`config.mk`:
```
export PLATFORM = sky130hd
export DESIGN_NAME = icdf_interp_pipe
export DESIGN_NICKNAME = d
export VERILOG_FILES = /design/src/rtl/icdf_interp_pipe.sv
export SDC_FILE = /design/constraint.sdc
export NUM_CORES = 2
export LEC_CHECK = 0
export CAP_MARGIN = 20
export CORE_ASPECT_RATIO = 1.5
export CORE_MARGIN = 4
export CORE_UTILIZATION = 60
export CTS_CLUSTER_SIZE = 30
export DETAILED_ROUTE_END_ITERATION = 8
export PLACE_DENSITY = 0.77
export SLEW_MARGIN = 20
export SYNTH_ARGS = -nofsm -noshare
export SYNTH_HDL_FRONTEND = slang
export SYNTH_SLANG_ARGS = --single-unit
export TNS_END_PERCENT = 100
```
`constraint.sdc`:
```
create_clock -name clk -period 19.9 [get_ports clk]
set_input_delay 3.98 -clock clk [delete_from_list [all_inputs] [get_ports clk]]
set_output_delay 3.98 -clock clk [all_outputs]
set_load 0.02 [all_outputs]
```
`src/rtl/icdf_interp_pipe.sv`:
```
// Pipelined inverse-CDF: folds a uniform sample around 0.5, looks up a programmable
// magnitude table and optionally interpolates linearly between adjacent entries.
module icdf_interp_pipe #(
   parameter int IN_W   = 32,
   parameter int ADDR_W = 6,
   parameter int FRAC_W = 8,
   parameter int MAG_W  = 12,
   parameter int OUT_W  = MAG_W + 1
) (
   input  logic              clk,
   input  logic              rst_n,
   input  logic [IN_W-1:0]   in_data,
   input  logic              in_valid,
   output logic              in_ready,
   input  logic              interp_en,
   input  logic              tbl_we,
   input  logic [ADDR_W:0]   tbl_addr,
   input  logic [MAG_W-1:0]  tbl_wdata,
   output logic [OUT_W-1:0]  out_data,
   output logic              out_valid,
   input  logic              out_ready
);

   localparam int N_ENT = (1 << ADDR_W) + 1;
   localparam int LOW_W = IN_W - 1 - ADDR_W - FRAC_W;
   localparam int PW    = MAG_W + FRAC_W + 2;
   localparam int SW    = MAG_W + 2;
   localparam logic [ADDR_W:0] TOP_ADDR = (ADDR_W+1)'(1 << ADDR_W);

   logic [MAG_W-1:0] tbl [N_ENT];

   logic adv;
   assign in_ready = !(out_valid && !out_ready);
   assign adv      = in_ready;

   // stage 0: fold around 0.5 so both halves index the same half-table
   logic              s0;
   logic [IN_W-2:0]   r0, m0;
   logic [ADDR_W-1:0] k0;
   logic [ADDR_W:0]   k0p1;
   logic [FRAC_W-1:0] f0;

   assign s0   = in_data[IN_W-1];
   assign r0   = in_data[IN_W-2:0];
   assign m0   = s0 ? r0 : ~r0;
   assign k0   = m0[IN_W-2 -: ADDR_W];
   assign f0   = m0[IN_W-2-ADDR_W -: FRAC_W];
   assign k0p1 = {1'b0, k0} + (ADDR_W+1)'(1);

   generate
      if (LOW_W > 0) begin : g_low
         logic unused_low;
         assign unused_low = ^m0[LOW_W-1:0];
      end
   endgenerate

   logic              s1_valid, s1_s, s1_ie;
   logic [FRAC_W-1:0] s1_f;
   logic [MAG_W-1:0]  s1_t0, s1_t1;

   // stage 2: signed slope times fraction, floor via dropping low bits
   logic signed [MAG_W:0]   d1;
   logic signed [PW-1:0]    prod1;
   logic signed [MAG_W:0]   p1;
   logic                    unused_prod;

   assign d1    = $signed({1'b0, s1_t1}) - $signed({1'b0, s1_t0});
   assign prod1 = PW'(d1) * PW'($signed({1'b0, s1_f}));
   assign p1    = prod1[MAG_W+FRAC_W:FRAC_W];
   assign unused_prod = prod1[PW-1] ^ (^prod1[FRAC_W-1:0]);

   logic                  s2_valid, s2_s, s2_ie;
   logic [MAG_W-1:0]      s2_t0;
   logic signed [MAG_W:0] s2_p;

   // stage 3: add, clamp to [0, 2^MAG_W-1], apply sign
   logic signed [SW-1:0] sum2;
   logic [MAG_W-1:0]     mag2;
   logic [OUT_W-1:0]     mag_ext, res2;

   assign sum2 = SW'($signed({1'b0, s2_t0})) + SW'(s2_p);

   always_comb begin
      mag2 = s2_t0;
      if (s2_ie) begin
         if (sum2[SW-1])
            mag2 = '0;
         else if (sum2[MAG_W])
            mag2 = '1;
         else
            mag2 = sum2[MAG_W-1:0];
      end
   end

   assign mag_ext = OUT_W'(mag2);
   assign res2    = s2_s ? mag_ext : -mag_ext;

   always_ff @(posedge clk) begin
      if (!rst_n) begin
         s1_valid  <= 1'b0;
         s2_valid  <= 1'b0;
         out_valid <= 1'b0;
         out_data  <= '0;
      end else if (adv) begin
         s1_valid  <= in_valid;
         s2_valid  <= s1_valid;
         out_valid <= s2_valid;
         if (s2_valid)
            out_data <= res2;
      end
   end

   always_ff @(posedge clk) begin
      if (adv) begin
         s1_s  <= s0;
         s1_ie <= interp_en;
         s1_f  <= f0;
         s1_t0 <= tbl[k0];
         s1_t1 <= tbl[k0p1];
         s2_s  <= s1_s;
         s2_ie <= s1_ie;
         s2_t0 <= s1_t0;
         s2_p  <= p1;
      end
   end

   // table reads above see the pre-write contents on a same-cycle write
   always_ff @(posedge clk) begin
      if (!rst_n) begin
         for (int i = 0; i < N_ENT; i++)
            tbl[i] <= '0;
      end else if (tbl_we && tbl_addr <= TOP_ADDR) begin
         tbl[tbl_addr] <= tbl_wdata;
      end
   end

endmodule

```
## Yosys cells after proc, flatten, opt, wreduce, memory -nomap -nowiden

Memories as Yosys holds them, arrays and structs flattened. A register that Yosys moved wholly into a read port is not among the register bits.
Index checks and enable logic that the tools add are counted.

| word-level totals | value |
|---|---|
| word-level logic and storage cells | 40 |
| flip-flop bits (word level) | 53 |
| input bits | 57 |
| output and inout bits | 15 |
| memories | 1 |
| RAM bits | 780 |

Memories:

| memory | depth | width | read ports | clocked after memory_dff | wr ports | line | text |
|---|---|---|---|---|---|---|---|
| tbl | 65 | 12 | 2 | 2 | 65 | 30 | `logic [MAG_W-1:0] tbl [N_ENT];` |

| operators by class | value |
|---|---|
| reduce and logical (&&, ||, !) cells | 8 |
| mux-type cells | 12 |
| add/subtract/negate cells | 4 |
| order comparisons | 1 |
| bitwise operators | 2 |
| $mul | 1 |

Operators by type and width:

| operator | number |
|---|---|
| two-way mux 12 bit | 4 |
| two-way mux 31 bit | 1 |
| NOT 31 bit | 1 |
| multiplier 13 x 9 -> 21 bit | 1 |
| adder 13 x 13 -> 14 bit | 1 |
| two-way mux 13 bit | 1 |
| negation 12 -> 13 bit | 1 |
| subtractor 12 x 12 -> 13 bit | 1 |
| OR reduction 12 bit | 1 |
| adder 6 x 1 -> 7 bit, second input constant | 1 |
| less-or-equal comparator 7 bit, second input constant | 1 |
| two-way mux 7 bit | 1 |
| two-way mux 1 bit | 5 |
| zero test 1 bit | 4 |
| logical AND 1 bit | 2 |
| AND reduction 2 bit | 1 |
| NOT 1 bit | 1 |

## Longest topological paths before layout

| logic depth | value |
|---|---|
| word-level depth | 7 |
| gate-level depth with buffers | 29 |
| gate-level depth less buffers | 29 |

## Worst setup path after synthesis

Ideal clock, no wire load.

| path | value |
|---|---|
| path kind | input to output |
| start point | in out_ready |
| end point | out in_ready |
| path slack | 9.879 ns |
| data arrival time | 6.041 ns |
| path buffers | 1 |
| stages on the path | 2 |
| required time | 15.920 ns |
| cell sequence | nand2b_1 -> clkbuf_1 |

| between the ends | value |
|---|---|
| longest elaborated chain between the ends | 3 |

RTL lines:

| element | line | text |
|---|---|---|
| start, declared | 21 | `input logic out_ready` |
| zero test 1 bit | 33 | `assign in_ready = !(out_valid && !out_ready);` |
| logical AND 1 bit | 33 |  |
| zero test 1 bit | 33 |  |
| end, declared | 14 | `output logic in_ready,` |

Every way passes these cells.

## Worst setup path after layout

| path | value |
|---|---|
| start point | in in_data[31] |
| end point | reg s1_t1[7] (read register of tbl) (data pin) |

| between the ends | value |
|---|---|
| longest elaborated chain between the ends | 2 |

RTL lines:

| element | line | text |
|---|---|---|
| start, declared | 12 | `input logic [IN_W-1:0] in_data,` |
| two-way mux 31 bit | 45 | `assign m0 = s0 ? r0 : ~r0;` |
| adder 6 x 1 -> 7 bit | 48 | `assign k0p1 = {1'b0, k0} + (ADDR_W+1)'(1);` |
| end, declared | 59 | `logic [MAG_W-1:0] s1_t0, s1_t1;` |

Every way passes these cells.
A chain may end at the register's enable or synchronous reset.

==> out/metrics.csv <==
stage;metric;value;unit
finish;drive_gt1_frac;0.191;
cts;numCtsBuffers;132;
timing;setup_tns;0;ps
setup_path;path_buf_inv;6;
placement;port_buffers;54;
setup_path;critPathSlowestCell;ha_4;
setup_path;crit_chain;buf_2 -> buf_4 -> xor2_4 -> buf_4 -> inv_8 -> ha_4 -> buf_4 -> buf_4 -> mux4_2 -> mux4_2 -> mux2i_1 -> o221ai_1;
timing;finalCritPeriodShare;0.525;
logic_synthesis;ys_top_cells_by_area;edfxtp_1, mux4_2, and2_1, fa_1, clkbuf_1;
pwr;p_total;0.0128;W
logic_synthesis;synth_cell_types;66;
finish;syn2layout_area_growth;11.7;%
pwr;p_leak;27.6;nW
setup_path;r2r_start;s1_t0[0];
finish;fillCellCount;7678;
global_route;grt_pass1_vias;40700;
global_route;grt_overflow;0;
status;status;finished clean;
cts;cts_resized;0;
logic_synthesis;synth.top_cells.by_count;edfxtp_1, and2_1, mux4_2;
hold_path;hp-class;flop to flop;
global_route;grt_antenna_before_repair;4;
finish;register_area;40600;sq um
logic_synthesis;synth-edff-count;1341;
global_route;grt_max_degree;142;
setup_path;ff2ff_setup_slack;12260;ps
logic_synthesis;synthFlopType;edfxtp_1;
setup_path;critPathKind;primary input to flop;
global_route;grt_usage;0.288;
die;num_rows;152;
setup_path;r2r_end;s2_p[12];
die;core;114000;sq um
cts;root_buffer;clkbuf_16;
route;vias_per_cell;6.15;
route;remaining_drc_errors;0;
placement;gp_congestion;0.954;
timing;fin_crit;10440;ps
job;cap_viol_max_count;0;
logic_synthesis;postSynthCellCount;4340;
logic_synthesis;synth_area;69000;sq um
timing;fmax;95.8;MHz
finish;fin_nets;4978;
die;dieArea;121000;sq um
logic_synthesis;yosys_register_bits;1357;
finish;multi_input_area;28400;sq um
timing;drv_slew;0;
logic_synthesis;syn_avg_cell_area;15.9;sq um
logic_synthesis;seq_area_frac_synth;0.588;
route;wl;170;mm
logic_synthesis;yosys.area.top_type_share;0.584;
cts;cts.sinks;1357;
logic_synthesis;yosysWarnings;0;
timing;finalClockSkew;34.7;ps
setup_path;cp_max_fo;53;
cts;cts_tree;built;
setup_path;start_kind;primary input;
setup_path;crit_family;buffers and inverters;
setup_path;endpoint;s1_t1[7];
logic_synthesis;synth-async-reset-ratio;0;
route;drt_iter0_drc;4340;
setup_path;end_kind;flop;
route;wl_per_cell;26.5;um
cts;clk_latency;780;ps
setup_path;cp_slowest_stage_delay;980;ps
global_route;grt_pass1_wl;254;mm
timing;finalSetupViolations;0;
cts;clock_path_buffers;3;
pwr;irDropWorstVdd;0.492;mV
placement;post-dp-hpwl;113;mm
route;vias;39500;
setup_path;worst-path-stages;12;
cts;htree_levels;4;
setup_path;startpoint;in_data[31];
timing;rsz0062_at_grt;no;
cts;cts.hold.buffers_added;0;
route;antenna_left;0;
setup_path;critical_path.most_common_cell;buf_4;
setup_path;cp.arrival;10910;ps
logic_synthesis;synth_top_cell_by_area;edfxtp_1;
die;dieHeight;423;um
cts;cts_setup_buffers;0;
timing;finalHoldViolations;0;
timing;relSlewSlack;0.192;
die;start_util;0.603;
cts;cts.reportedPaths.clkPinSlew;60;ps
die;die_w;285;um
pwr;power_density;166;nW/um^2
setup_path;reg2reg_depth;26;
timing;worstMarginPinSlew;1200;ps
finish;fin_util;0.674;
die;io_pins;72;
setup_path;required;20370;ps
logic_synthesis;synth_most_common_cell;edfxtp_1;
route;dr.pass1.iters;8;
worst min path at each step:
stage | startpoint | endpoint | slack (ps) | cells after the start
after global placement | s1_s | s2_s | 410 | 0
final | s1_s | s2_s | 420 | 0
after global routing | s1_s | s2_s | 440 | 0
after detailed placement | s1_s | s2_s | 410 | 0
after floorplan | s1_ie | s2_ie | 400 | 0
after CTS | s1_s | s2_s | 420 | 0
area by class of cell:
cell class | instances | area share
diodes | 2 | 0.0000650
well taps | 1540 | 0.0250
inverters | 132 | 0.00653
flip-flops and latches | 1357 | 0.527
clock inverters | 78 | 0.00892
clock buffers | 161 | 0.0457
repair buffers | 170 | 0.0179
multi-input cells | 2982 | 0.369
power breakdown:
group	internal [W]	switching (W)	leakage [nW]
logic	0.00273	0.00378	12.5
registers	0.00367	0.000112	13.1
clock network	0.00138	0.00109	2.04
per-stage QoR:
| stage | hold slack, ps | worst slack [ps] | cells | area (sq um) |
|---|---|---|---|---|
| final | 417 | 9460 | 6422 | 77000 |
| after global placement | 406 | 8790 | 6181 | 72800 |
| after global routing | 435 | 9120 | 6420 | 77000 |
| after floorplan | 400 | 9880 | 4839 | 70800 |
| after CTS | 421 | 9540 | 6420 | 77000 |
| after detailed placement | 407 | 8730 | 6181 | 72800 |
flip-flops by register name, indices dropped and copies added (netlist names):
signal / count
out_data: 13
out_valid: 1
s1_f: 8
s1_ie: 1
s1_s: 1
s1_t0: 12
s1_t1: 12
s1_valid: 1
s2_ie: 1
s2_p: 13
s2_s: 1
s2_t0: 12
s2_valid: 1
tbl: 1280
cell usage in the layout, fill, tap and decap left out, types with 50 or more instances in the layout:
cell          n
conb_1      500
o21ai_1      50
mux2i_1      84
a21oi_1      72
fa_1         83
edfxtp_1   1341
nor2b_1      63
ha_1         62
and2_1      839
mux4_2      580
nor2_1      119
buf_4       118
nand2_1     137
a211oi_1     84
clkbuf_16   137
inv_1       131
per-layer routing:
| metal | global-route usage | wire (um) | part of all wire |
|---|---|---|---|
| met5 | 0 | 27 | 0.00016 |
| met4 | 0.183 | 13500 | 0.079 |
| met3 | 0.0534 | 13100 | 0.077 |
| met2 | 0.492 | 87600 | 0.52 |
| met1 | 0.336 | 55800 | 0.33 |
cells by family (layout without fill, tap and decap cells):
family | after synthesis | in the layout | share of synthesized area
adder cells (fa/ha/maj) | 146 | 146 | 0.0355
buffers and inverters | 500 | 541 | 0.0292
flip-flops | 1357 | 1357 | 0.588
AND/OR/NAND/NOR | 1257 | 1257 | 0.104
multiplexers | 670 | 670 | 0.203
other | 1 | 502 | 0.0000544
AO/OA/AOI/OAI | 344 | 344 | 0.0315
XOR/XNOR | 65 | 65 | 0.00847
No activity file was read; power rests on OpenSTA's default activity.
